`src/rtl/prn_cdr_pkg.sv`:
```
// Shared definitions for the PRN-based CDR phase controller: FSM states,
// PRBS7 tap positions and the reference seeding length.
package prn_cdr_pkg;

  typedef enum logic [2:0] {
    ST_IDLE       = 3'd0,
    ST_SEED       = 3'd1,
    ST_MEASURE    = 3'd2,
    ST_EVAL       = 3'd3,
    ST_SELECT     = 3'd4,
    ST_TRACK_SEED = 3'd5,
    ST_TRACK      = 3'd6
  } state_e;

  // x^7 + x^6 + 1: the oldest bit (r[6]) and the one after it (r[5]) feed back.
  localparam int PRBS_LEN   = 7;
  localparam int PRBS_TAP_A = 6;
  localparam int PRBS_TAP_B = 5;

  localparam int SEED_LEN = 7;

  function automatic logic prbs7_next(input logic [PRBS_LEN-1:0] r);
    return r[PRBS_TAP_A] ^ r[PRBS_TAP_B];
  endfunction

endpackage

```
`src/rtl/prbs7_chk.sv`:
```
// PRBS7 reference: self-synchronising load from the incoming stream, then
// free-running prediction compared against the incoming bit.
module prbs7_chk
  import prn_cdr_pkg::*;
(
  input  logic i_clk,
  input  logic i_rst,
  input  logic i_load,
  input  logic i_en,
  input  logic i_bit_in,
  output logic o_pred,
  output logic o_mismatch
);

  logic [PRBS_LEN-1:0] r_lfsr;
  logic                w_pred;

  assign w_pred = prbs7_next(r_lfsr);

  // r_lfsr[0] is the newest bit, r_lfsr[6] the oldest.
  always_ff @(posedge i_clk) begin
    if (!i_rst) begin
      r_lfsr <= '0;
    end else if (i_load) begin
      r_lfsr <= {r_lfsr[PRBS_LEN-2:0], i_bit_in};
    end else if (i_en) begin
      r_lfsr <= {r_lfsr[PRBS_LEN-2:0], w_pred};
    end
  end

  assign o_pred     = w_pred;
  assign o_mismatch = i_en & (w_pred ^ i_bit_in);

endmodule

```
`src/rtl/prn_phase_ctrl.sv`:
```
// Phase-selection controller for the PRN-based CDR: sweeps every sampling
// phase against a PRBS7 reference, selects the cleanest and keeps tracking it.
module prn_phase_ctrl
  import prn_cdr_pkg::*;
#(
  parameter int  N_PHASE       = 4,
  parameter int  WIN_LEN       = 256,
  parameter int  ERR_W         = 9,
  parameter int  LOCK_THRESH   = 2,
  parameter int  UNLOCK_THRESH = 8,
  localparam int PH_W          = $clog2(N_PHASE)
) (
  input  logic               i_clk,
  input  logic               i_rst,
  input  logic               i_start,
  input  logic [N_PHASE-1:0] i_samp,
  output logic [PH_W-1:0]    o_phase_sel,
  output logic               o_lock,
  output logic               o_busy,
  output logic [ERR_W-1:0]   o_best_err,
  output logic               o_sweep_done,
  output logic               o_sweep_fail
);

  localparam int CNT_MAX = (WIN_LEN > SEED_LEN) ? WIN_LEN : SEED_LEN;
  localparam int CNT_W   = $clog2(CNT_MAX);

  localparam logic [CNT_W-1:0] SEED_LAST  = CNT_W'(SEED_LEN - 1);
  localparam logic [CNT_W-1:0] WIN_LAST   = CNT_W'(WIN_LEN - 1);
  localparam logic [PH_W-1:0]  PH_LAST    = PH_W'(N_PHASE - 1);
  localparam logic [ERR_W-1:0] LOCK_LIM   = ERR_W'(LOCK_THRESH);
  localparam logic [ERR_W-1:0] UNLOCK_LIM = ERR_W'(UNLOCK_THRESH);
  localparam logic [ERR_W-1:0] ERR_MAX    = '1;

  state_e           r_state;
  logic [PH_W-1:0]  r_cur;
  logic [PH_W-1:0]  r_best_ph;
  logic [ERR_W-1:0] r_best_err_int;
  logic [ERR_W-1:0] r_err;
  logic [CNT_W-1:0] r_cnt;
  logic [PH_W-1:0]  r_phase_sel;
  logic             r_lock;
  logic [ERR_W-1:0] r_best_err;
  logic             r_sweep_done;
  logic             r_sweep_fail;

  logic             w_bit;
  logic             w_load;
  logic             w_en;
  logic             w_pred;
  logic             w_mismatch;
  logic [ERR_W-1:0] w_err_inc;
  logic             w_unused_pred;

  // During tracking r_cur mirrors phase_sel, so one mux serves both modes.
  assign w_bit  = i_samp[r_cur];
  assign w_load = (r_state == ST_SEED) || (r_state == ST_TRACK_SEED);
  assign w_en   = (r_state == ST_MEASURE) || (r_state == ST_TRACK);

  prbs7_chk u_chk (
    .i_clk      (i_clk),
    .i_rst      (i_rst),
    .i_load     (w_load),
    .i_en       (w_en),
    .i_bit_in   (w_bit),
    .o_pred     (w_pred),
    .o_mismatch (w_mismatch)
  );

  assign w_unused_pred = w_pred;

  assign w_err_inc = (w_mismatch && (r_err != ERR_MAX)) ? r_err + ERR_W'(1) : r_err;

  always_ff @(posedge i_clk) begin
    if (!i_rst) begin
      r_state        <= ST_IDLE;
      r_cur          <= '0;
      r_best_ph      <= '0;
      r_best_err_int <= '1;
      r_err          <= '0;
      r_cnt          <= '0;
      r_phase_sel    <= '0;
      r_lock         <= 1'b0;
      r_best_err     <= '0;
      r_sweep_done   <= 1'b0;
      r_sweep_fail   <= 1'b0;
    end else begin
      r_sweep_done <= 1'b0;
      r_sweep_fail <= 1'b0;
      case (r_state)
        ST_IDLE: begin
          if (i_start) begin
            r_state        <= ST_SEED;
            r_cur          <= '0;
            r_best_ph      <= '0;
            r_best_err_int <= '1;
            r_err          <= '0;
            r_cnt          <= '0;
          end
        end

        ST_SEED, ST_TRACK_SEED: begin
          r_err <= '0;
          if (r_cnt == SEED_LAST) begin
            r_cnt   <= '0;
            r_state <= (r_state == ST_SEED) ? ST_MEASURE : ST_TRACK;
          end else begin
            r_cnt <= r_cnt + CNT_W'(1);
          end
        end

        ST_MEASURE: begin
          r_err <= w_err_inc;
          if (r_cnt == WIN_LAST) begin
            r_cnt   <= '0;
            r_state <= ST_EVAL;
          end else begin
            r_cnt <= r_cnt + CNT_W'(1);
          end
        end

        ST_EVAL: begin
          // Strict compare: on a tie the earlier (lower) phase wins.
          if (r_err < r_best_err_int) begin
            r_best_err_int <= r_err;
            r_best_ph      <= r_cur;
          end
          if (r_cur == PH_LAST) begin
            r_state <= ST_SELECT;
          end else begin
            r_cur   <= r_cur + PH_W'(1);
            r_state <= ST_SEED;
          end
        end

        ST_SELECT: begin
          r_phase_sel  <= r_best_ph;
          r_best_err   <= r_best_err_int;
          r_sweep_done <= 1'b1;
          if (r_best_err_int <= LOCK_LIM) begin
            r_lock  <= 1'b1;
            r_cur   <= r_best_ph;
            r_state <= ST_TRACK_SEED;
          end else begin
            r_sweep_fail <= 1'b1;
            r_state      <= ST_IDLE;
          end
        end

        ST_TRACK: begin
          if (r_cnt == WIN_LAST) begin
            r_cnt <= '0;
            r_err <= '0;
            if (w_err_inc > UNLOCK_LIM) begin
              r_lock         <= 1'b0;
              r_state        <= ST_SEED;
              r_cur          <= '0;
              r_best_ph      <= '0;
              r_best_err_int <= '1;
            end
          end else begin
            r_cnt <= r_cnt + CNT_W'(1);
            r_err <= w_err_inc;
          end
        end

        default: r_state <= ST_IDLE;
      endcase
    end
  end

  assign o_phase_sel  = r_phase_sel;
  assign o_lock       = r_lock;
  assign o_busy       = (r_state != ST_IDLE);
  assign o_best_err   = r_best_err;
  assign o_sweep_done = r_sweep_done;
  assign o_sweep_fail = r_sweep_fail;

endmodule

```
`config.mk`:
```
export PLATFORM = sky130hd
export DESIGN_NAME = prn_phase_ctrl
export DESIGN_NICKNAME = d
export VERILOG_FILES = /design/src/rtl/prn_cdr_pkg.sv /design/src/rtl/prbs7_chk.sv /design/src/rtl/prn_phase_ctrl.sv
export SDC_FILE = /design/constraint.sdc
export NUM_CORES = 1
export LEC_CHECK = 0
export ABC_AREA = 1
export CAP_MARGIN = 20
export CORE_AREA = 2 2 62 122
export CTS_CLUSTER_DIAMETER = 150
export CTS_CLUSTER_SIZE = 25
export DETAILED_ROUTE_END_ITERATION = 8
export DIE_AREA = 0 0 64 124
export GPL_ROUTABILITY_DRIVEN = 0
export GPL_TIMING_DRIVEN = 0
export PLACE_DENSITY = 0.63
export SETUP_SLACK_MARGIN = 0.3
export SLEW_MARGIN = 40
export SYNTH_ARGS = -nofsm -noshare
export SYNTH_HDL_FRONTEND = slang
export SYNTH_SLANG_ARGS = --single-unit
```
`constraint.sdc`:
```
create_clock -name i_clk -period 3.5 [get_ports i_clk]
set_input_delay 1.05 -clock i_clk [delete_from_list [all_inputs] [get_ports i_clk]]
set_output_delay 1.05 -clock i_clk [all_outputs]
set_load 0.03 [all_outputs]
```
== Word-level counts from Yosys, hierarchy flattened ==
Index checks and enable logic that the tools add are counted.
Widths: inputs -> output; s select.

* Bits of input ports: 7
* Logic and storage cells: 100
* Register bits: 54

* Equality and inequality tests: 18
* Multiplexer cells: 40
* Bitwise logic cells: 3
* Reduce and logical (&&, ||, !) cells: 20
* Order comparisons: 4
* $add $sub $neg: 3

{| class="wikitable"
|+ Operator list
! cell !! count
|-
| $mux 9 || 7
|-
| $pmux 9 s4 || 1
|-
| $pmux 9 s3 || 1
|-
| $mux 3 || 8
|-
| $mux 8 || 3
|-
| $pmux 8 s3 || 1
|-
| $pmux 3 s6 || 1
|-
| $mux 7 || 2
|-
| $mux 2 || 6
|-
| $ne 2x2->1 const B || 5
|-
| $reduce_and 5->1 || 2
|-
| $add 9x1->9 const B || 1
|-
| $eq 3x3->1 const B || 3
|-
| $gt 9x4->1 const B || 1
|-
| $le 9x2->1 const B || 1
|-
| $lt 9x9->1 || 1
|-
| $ne 9x9->1 const B || 1
|-
| $reduce_bool 3->1 || 3
|-
| $add 8x1->8 const B || 1
|-
| $eq 8x3->1 const B || 1
|-
| $eq 8x8->1 const B || 1
|-
| $pmux 2 s4 || 1
|-
| $reduce_bool 4->1 || 2
|-
| $eq 3x2->1 const B || 2
|-
| other kinds (19) || 32
|}

== Longest topological paths before layout ==
Gate-level depths: netlist of the first run.

* Depth in word-level cells: 10
* Gate-level depth with buffers: 18
* Mapped depth without buffers: 16

== Hierarchy ==
From an unflattened synthesis of the first run, not the netlist that was laid out.

* Cell total of the unflattened synthesis: 447
* Area, all modules: 2999.1 sq um

{| class="wikitable"
|+ Modules (own cells, without submodules)
! module !! times used !! sequential area each (sq um) !! area an instance (sq um) !! cells an instance
|-
| prn_phase_ctrl || 1 || 940.9 || 2688.8 || 400
|-
| prbs7_chk || 1 || 140.1 || 310.3 || 47
|}

== Worst setup path before layout of the first run ==
No wires, ideal clock.

* Kind: in2reg
* Start point: in i_samp[1]
* End point: reg r_best_ph[1]
* Library setup time: 0.109 ns
* Stages on the path: 16
* Data arrival time: 2.331 ns
* Setup slack: 1.059 ns
* Data required time: 3.391 ns
* Path through: nand2_1 -> nand3_2 -> nand3_2 -> nand3_2 -> buf_6 -> nand2_2 -> nand2_1 -> inv_1 -> nand3_1 -> nor2_2 -> nand2_4 -> nand3_2 -> buf_6 -> nand2_2 -> inv_2 -> nor2_2

* Longest elaborated chain between the ends: 9

{| class="wikitable"
|+ Ends and longest elaborated chain
! what !! RTL line !! RTL
|-
| start: declaration || prn_phase_ctrl.sv:16 || <nowiki>input logic [N_PHASE-1:0] i_samp,</nowiki>
|-
| $bmux 1 s2 || prn_phase_ctrl.sv:56 || <nowiki>assign w_bit = i_samp[r_cur];</nowiki>
|-
| $mux 1 (implied by the code) || prn_phase_ctrl.sv:56 ||
|-
| $xor 1x1->1 || prbs7_chk.sv:32 || <nowiki>assign o_mismatch = i_en & (w_pred ^ i_bit_in);</nowiki>
|-
| $and 1x1->1 || prbs7_chk.sv:32 ||
|-
| $logic_and 1x1->1 || prn_phase_ctrl.sv:72 || <nowiki>assign w_err_inc = (w_mismatch && (r_err != ERR_MAX)) ? r_err + ERR_W'(1) : r_err;</nowiki>
|-
| $mux 9 || prn_phase_ctrl.sv:72 ||
|-
| $gt 9x4->1 || prn_phase_ctrl.sv:154 || <nowiki>if (w_err_inc > UNLOCK_LIM) begin</nowiki>
|-
| $ne 2x1->1 (no source line) || - ||
|-
| $reduce_and 5->1 (no source line) || - ||
|-
| end signal: assignment || prn_phase_ctrl.sv:126 || <nowiki>r_best_ph <= r_cur;</nowiki>
|-
| end: declaration || prn_phase_ctrl.sv:37 || <nowiki>logic [PH_W-1:0] r_best_ph;</nowiki>
|}

No other way between the ends. The select of a mux whose other input is x is not followed.
A chain may end at the register's enable or synchronous reset.

== Final worst setup path of the first run ==
* Start point: in i_samp[1]
* End point: reg r_best_err_int[0]

* Longest elaborated chain between the ends: 9

{| class="wikitable"
|+ Ends and longest elaborated chain
! what !! RTL line !! RTL
|-
| $bmux 1 s2 || prn_phase_ctrl.sv:56 ||
|-
| $mux 1 (implied by the code) || prn_phase_ctrl.sv:56 ||
|-
| $xor 1x1->1 || prbs7_chk.sv:32 ||
|-
| $and 1x1->1 || prbs7_chk.sv:32 ||
|-
| $logic_and 1x1->1 || prn_phase_ctrl.sv:72 ||
|-
| $mux 9 || prn_phase_ctrl.sv:72 ||
|-
| $gt 9x4->1 || prn_phase_ctrl.sv:154 ||
|-
| $ne 2x1->1 (no source line) || - ||
|-
| $reduce_and 5->1 (no source line) || - ||
|-
| end signal: assignment || prn_phase_ctrl.sv:125 || <nowiki>r_best_err_int <= r_err;</nowiki>
|-
| end: declaration || prn_phase_ctrl.sv:38 || <nowiki>logic [ERR_W-1:0] r_best_err_int;</nowiki>
|}

No other way between the ends. The select of a mux whose other input is x is not followed.

==> results.cfg, run 1 <==
[outcome]
status = finished, final reports clean

[sta]
hold_violations = 0
finalCritPeriodShare_pct = 81.49
fin_worst_skew_ns = 0.005463
max_slew.worst_pin.slew_ns = 0.8157
min_period_ns = 2.852
fmax_mhz = 350.6
rsz0062_at_grt = false
fin_tns_setup_ns = 0
fin_hold_ws_ns = 0.4604
relSlewSlack_pct = 45.12
slew_violations = 0
finalSetupViolCount = 0

[critical_path]
cp_common_cell = nand2_1
crit_chain = clkdlybuf4s50_1 -> nand2_1 -> nand3_2 -> nand3_2 -> nand3_2 -> buf_6 -> nand2_1 -> nand2_1 -> nor2_1 -> nand2_1 -> nand2_2 -> nand2_4 -> nand3_2 -> buf_6 -> nand2_1 -> nand3_1
critical_path_required_ns = 3.67
crit_type = in2reg
cp-start-kind = input port
path_depth = 16
rr_worst_depth = 17
worstPathArrival_ns = 3.02
end_kind = flop
cp_max_fo = 10
startpoint = i_samp[1]
crit_buf_inv = 3
slowest_delay_ns = 0.45
path_delay_family = simple AND/OR/NAND/NOR gates
r2r_start = r_err[1]$_SDFFE_PN0P_
critPathSlowestCell = clkdlybuf4s50_1

[global_routing]
grt_max_degree = 19
grt_first_pass_wirelength_um = 13160
antenna_found_initial = 0
grt_pass1_vias = 2823
track_usage_pct = 21.41
overflow = 0

[routing]
dr.pass1.iters = 4
drtIter0Drc = 154
via_per_inst = 5.150
ant_nets = 0
wire_per_inst_um = 14.15
drc_errors = 0
num_vias = 2889
wirelength_um = 7936

[clock_tree]
post_cts_resized = 0
postCtsSetupRepairBufs = 0
cts-hold-fix-buffers = 0
cts.clk_slew.worst_paths_ns = 0.07
cts_buffers = 5
clk_path_buf_depth = 2
clk_latency_ns = 0.30
htreeDepth = 2
cts_tree = yes
cts_sinks = 54
cts-root-buf = clkbuf_16

[final_layout]
drive_gt1_share_pct = 9.130
num-nets-final = 490
diodes = 0
final.fill_count = 668
seq_area_um2 = 1081
multiInputGateArea_um2 = 1644
synthToLayoutAreaGrowth_pct = 16.38

[synthesis]
synth_compound_area_share_pct = 12.42
yosysMostFrequentCell = nand2_1
synthTopCellsByCount = nand2_1 (114), dfxtp_1 (54), inv_1 (53), nor2_1 (39), a21oi_1 (31)
syn_avg_cell_area_um2 = 6.862
yosys-top-cells-area = dfxtp_1 (36%), nand2_1 (14%), inv_1 (6.6%)
ys_types = 38
synth_top_family_by_area = simple AND/OR/NAND/NOR gates
synth_flop_cell = dfxtp_1
syn_area_um2 = 3033
synthAdderAreaFrac_pct = 5.363
synth_top_cell_area_share_pct = 35.64
syn-num-nets = 462
synthMuxAreaShare_pct = 0
synthXorXnorAreaFrac_pct = 1.444
postSynthCellCount = 442
synth_enable_flop_cells = 0
synthSimpleGateAreaFrac_pct = 34.98
yosysSeqAreaShare_pct = 35.64
synth-seq-cells = 54
yosys_warnings = 0
synth_async_sr_flop_share_pct = 0
synth_top_area_cell = dfxtp_1

[floorplan]
rows = 43
die_height_um = 124
initial_core_util_pct = 43.70
die_w_um = 64
io_pins = 22
core_um2 = 6940
fp.dieArea_um2 = 7936

[power_and_ir_drop]
p_leak_nw = 1.562
power_density_nw_per_um2 = 696.6
ir_worst_vdd_v = 0.0004309

[worst_hold_path]
holdPathStages = 2
hp-class = reg2reg
min_from = r_best_err_int[5]$_SDFFE_PN1P_

[job]
cap_violations = 0

[placement]
io_buffers = 21
dpl.hpwl_um = 6236
[worst register-to-register path: stages, from the launching register on]
cell,delay [ns]
dfxtp_1,0.50
ha_1,0.25
nand3_1,0.15
nor4_1,0.27
ha_1,0.32
nor2_8,0.08
nand3_2,0.09
buf_6,0.16
nand2_1,0.06
nand2_1,0.08
nor2_1,0.05
nand2_1,0.07
nand2_2,0.08
nand2_4,0.13
nand3_2,0.10
buf_6,0.15
nand2_1,0.05
nand3_1,0.07
[cells in the final DEF (no fill, tap or decap), types with 10 or more instances in the layout]
cell type and instances:
nand3_1 30, a21oi_1 31, nand4_1 18, clkdlybuf4s50_1 21, nand2_1 114, o21ai_0 19
ha_1 13, inv_1 53, clkbuf_1 10, dfxtp_1 54, nor2_1 39
[final cells by class]
| type | count | share of cell area, % |
|---|---|---|
| multi-input cells | 313 | 46.58 |
| well taps | 90 | 3.190 |
| plain buffers | 16 | 2.446 |
| flip-flops and latches | 54 | 30.63 |
| clock inverters | 3 | 1.382 |
| clock buffers | 5 | 3.545 |
| repair buffers | 21 | 5.955 |
| inverters | 59 | 6.274 |
[layer usage]
layer  vias to the layer above  share of wire (%)  global-route usage [%]
li1                       1495                  -                       -
met1                      1323                 38                   20.62
met2                        53                 57                   42.71
met3                        18                1.7                   3.071
met4                         0                3.4                   10.60
met5                         -                  0                       0
[where the power goes]
| group | total (W) | internal (W) | leakage (nW) | switching [W] |
|---|---|---|---|---|
| Combinational | 0.00104 | 0.000346 | 1.04 | 0.000699 |
| Sequential | 0.000830 | 0.000731 | 0.439 | 0.0000998 |
| Clock | 0.000584 | 0.000343 | 0.0819 | 0.000241 |
[per-stage QoR]
stage | setup slack [ns] | power, W | util, % | area, um2 | cells
2_1_floorplan | 1.059 | 0.001612 | - | 3033 | 442
3_3_place_gp | 0.3429 | 0.001867 | 48.35 | 3356 | 553
3_5_place_dp | 0.3461 | 0.001884 | 48.35 | 3356 | 553
4_1_cts | 0.6537 | 0.002471 | 50.86 | 3530 | 561
5_1_grt | 0.4725 | 0.002633 | 50.86 | 3530 | 561
6_report | 0.6477 | 0.002459 | 50.86 | 3530 | 561
[final timing paths]
path                                     to  slack, ns
max          r_best_err_int[0]$_SDFFE_PN1P_       0.65
min          r_best_err_int[5]$_SDFFE_PN1P_       0.46
max reg2reg  r_best_err_int[0]$_SDFFE_PN1P_       0.71
min reg2reg  r_best_err_int[5]$_SDFFE_PN1P_       0.46
[state kept, by name, indices dropped and copies added (netlist names)]
name / cells
o_sweep_done: 1
r_best_ph: 2
r_state: 3
r_cnt: 8
o_lock: 1
u_chk.r_lfsr: 7
r_best_err_int: 9
r_err: 9
o_sweep_fail: 1
o_best_err: 9
o_phase_sel: 2
r_cur: 2
[cell families after synthesis]
| group | Yosys count |
|---|---|
| XOR/XNOR | 5 |
| flip-flops | 54 |
| adder cells (fa/ha/maj) | 13 |
| AND/OR/NAND/NOR | 230 |
| buffers and inverters | 75 |
| AO/OA/AOI/OAI | 65 |
No activity file was read; power rests on OpenSTA's default activity.
==> inputs of run 2 (changes only) <==
Clock period 3.5 ns to 3 ns, I/O delays scaled along.
==> run 2 against run 1 <==
  * Sequential share of layout area decreased by 1.9 points
  * Via count increased by 3.1%
  * Largest power group unchanged
  * Worst setup slack worse by 0.32 ns
  * First-iteration DRC count shrank 12%
  * Clock skew is 0.00057 ns higher
  * Count of clock-buffer cells in the layout unchanged
  * Critical path depth down 11
  * Final cell count is 1.2% higher
  * Design area up 7.0%
==> results.cfg, run 2 (synthesized netlist as in run 1, its figures left out) <==
[floorplan]
rows = 43
io_pins = 22
die_height_um = 124
initial_core_util_pct = 43.70
core_um2 = 6940
fp.dieArea_um2 = 7936
die_w_um = 64

[sta]
rsz0062_at_grt = false
fin_tns_setup_ns = 0
hold_violations = 0
min_period_ns = 2.669
finalSetupViolCount = 0
finalWorstSetupSlack_ns = 0.3308
max_slew.worst_pin.slew_ns = 0.8105
fin_worst_skew_ns = 0.006036
slew_violations = 0
finalCritPeriodShare_pct = 88.97
relSlewSlack_pct = 45.47
fmax_mhz = 374.6

[power_and_ir_drop]
netSwitchingFraction_pct = 42.89
power_density_nw_per_um2 = 809.1
switchingPower_w = 0.001311
ir_worst_vdd_v = 0.0005323
internal_power_w = 0.001745
pwr-share-clk_pct = 22.4
p_leak_nw = 1.686
seqPwrFrac_pct = 32.0
pwr-share-comb_pct = 45.6

[final_layout]
layout_common_cells = nand2_1 (106), inv_1 (52), dfxtp_1 (52), nor2_1 (39), a21oi_1 (31)
diodes = 0
num-nets-final = 497
synthToLayoutAreaGrowth_pct = 24.55
drive_gt1_share_pct = 14.23
final_common_cell = nand2_1

[global_routing]
overflow = 0
antenna_found_initial = 0
grt_max_degree = 19
grt_first_pass_wirelength_um = 13160
track_usage_pct = 21.41
grt_pass1_vias = 2823

[clock_tree]
cts-hold-fix-buffers = 0
cts_buffers = 5
cts_tree = yes
cts_sinks = 54
clk_path_buf_depth = 2
clk_latency_ns = 0.30
htreeDepth = 2
cts.clk_slew.worst_paths_ns = 0.08
cts-root-buf = clkbuf_16

[critical_path]
crit_chain = nor2_1 -> inv_1 -> nor2_1 -> inv_1 -> clkdlybuf4s50_1
end_kind = output port
worstPathArrival_ns = 1.77
cp_max_fo = 4
rr_worst_depth = 14
crit_type = reg2out
cp-start-kind = flop
critPathSlowestCell = clkdlybuf4s50_1
critical_path_required_ns = 2.10
slowest_delay_ns = 0.68

[routing]
num_vias = 2980
drtIter0Drc = 135
ant_nets = 0
wire_per_inst_um = 14.81
wirelength_um = 8413
dr.pass1.iters = 4
drc_errors = 0
via_per_inst = 5.246

[placement]
dp_slack_ns = -0.003875
dpl.hpwl_um = 6236
io_buffers = 21

[worst_hold_path]
holdPathStages = 2
hp-class = reg2reg

[job]
cap_violations = 0

[outcome]
status = finished, final reports clean
[run 2: area by class of cell]
type                            count  area [um2]
Sequential cell                    54        1086
Buffer                             16       90.09
Timing Repair Buffer               27       291.5
Fill cell                         649        3163
Clock buffer                        5       125.1
Tap cell                           90       112.6
Clock inverter                      3       48.80
Inverter                           59       221.5
Multi-Input combinational cell    314        1802
[run 2: final timing paths]
kind	from	to	slack (ns)
worst max register to register	r_err[3]$_SDFFE_PN0P_	r_best_err_int[3]$_SDFFE_PN1P_	0.39
worst max-delay path	r_state[0]$_SDFFE_PN0P_	o_busy	0.33
worst min register to register	r_best_err_int[5]$_SDFFE_PN1P_	r_best_err_int[5]$_SDFFE_PN1P_	0.46
worst min-delay path	r_best_err_int[5]$_SDFFE_PN1P_	r_best_err_int[5]$_SDFFE_PN1P_	0.46
[run 2: timing repair]
action / CTS / global route
buffers inserted: 0 / 3
pin swaps: 0 / 15
gates resized for setup: 1 / 41
cloned: 0 / 4
endpoints found under the setup margin: 15 / 17
[run 2: worst max-delay path: cells and delay by family, from the launching register on]
kind,cells,cell delay [ns]
AND/OR/NAND/NOR,2,0.13
flip-flops,1,0.46
buffers and inverters,3,0.88
[run 2: power groups by stage]
| stage | Combinational (W) | Clock [W] | Sequential [W] |
|---|---|---|---|
| 3_3_place_gp | 0.00120 | 0 | 0.000978 |
| 5_1_grt | 0.00154 | 0.000713 | 0.000995 |
| 2_1_floorplan | 0.000932 | 0 | 0.000949 |
| 6_report | 0.00139 | 0.000686 | 0.000977 |
| 4_1_cts | 0.00122 | 0.000694 | 0.000967 |
| 3_5_place_dp | 0.00122 | 0 | 0.000983 |
[run 2: layer usage]
metal	up-vias	GRT usage, %	wire length, um	share of wire (%)
li1	1509	-	-	-
met1	1391	20.62	3054	36
met2	64	42.71	4922	59
met3	16	3.071	204	2.4
met4	0	10.60	232	2.8
met5	-	0	0	0
[run 2: metrics by stage]
step	utilization [%]	instance area [um2]	hold slack [ns]	power, W	std cells
2_1_floorplan	-	3033	0.4289	0.001881	442
3_3_place_gp	48.35	3356	0.4423	0.002178	553
3_5_place_dp	48.35	3356	0.4469	0.002198	553
4_1_cts	50.87	3531	0.4660	0.002883	561
5_1_grt	54.43	3777	0.4831	0.003249	568
6_report	54.43	3777	0.4610	0.003056	568
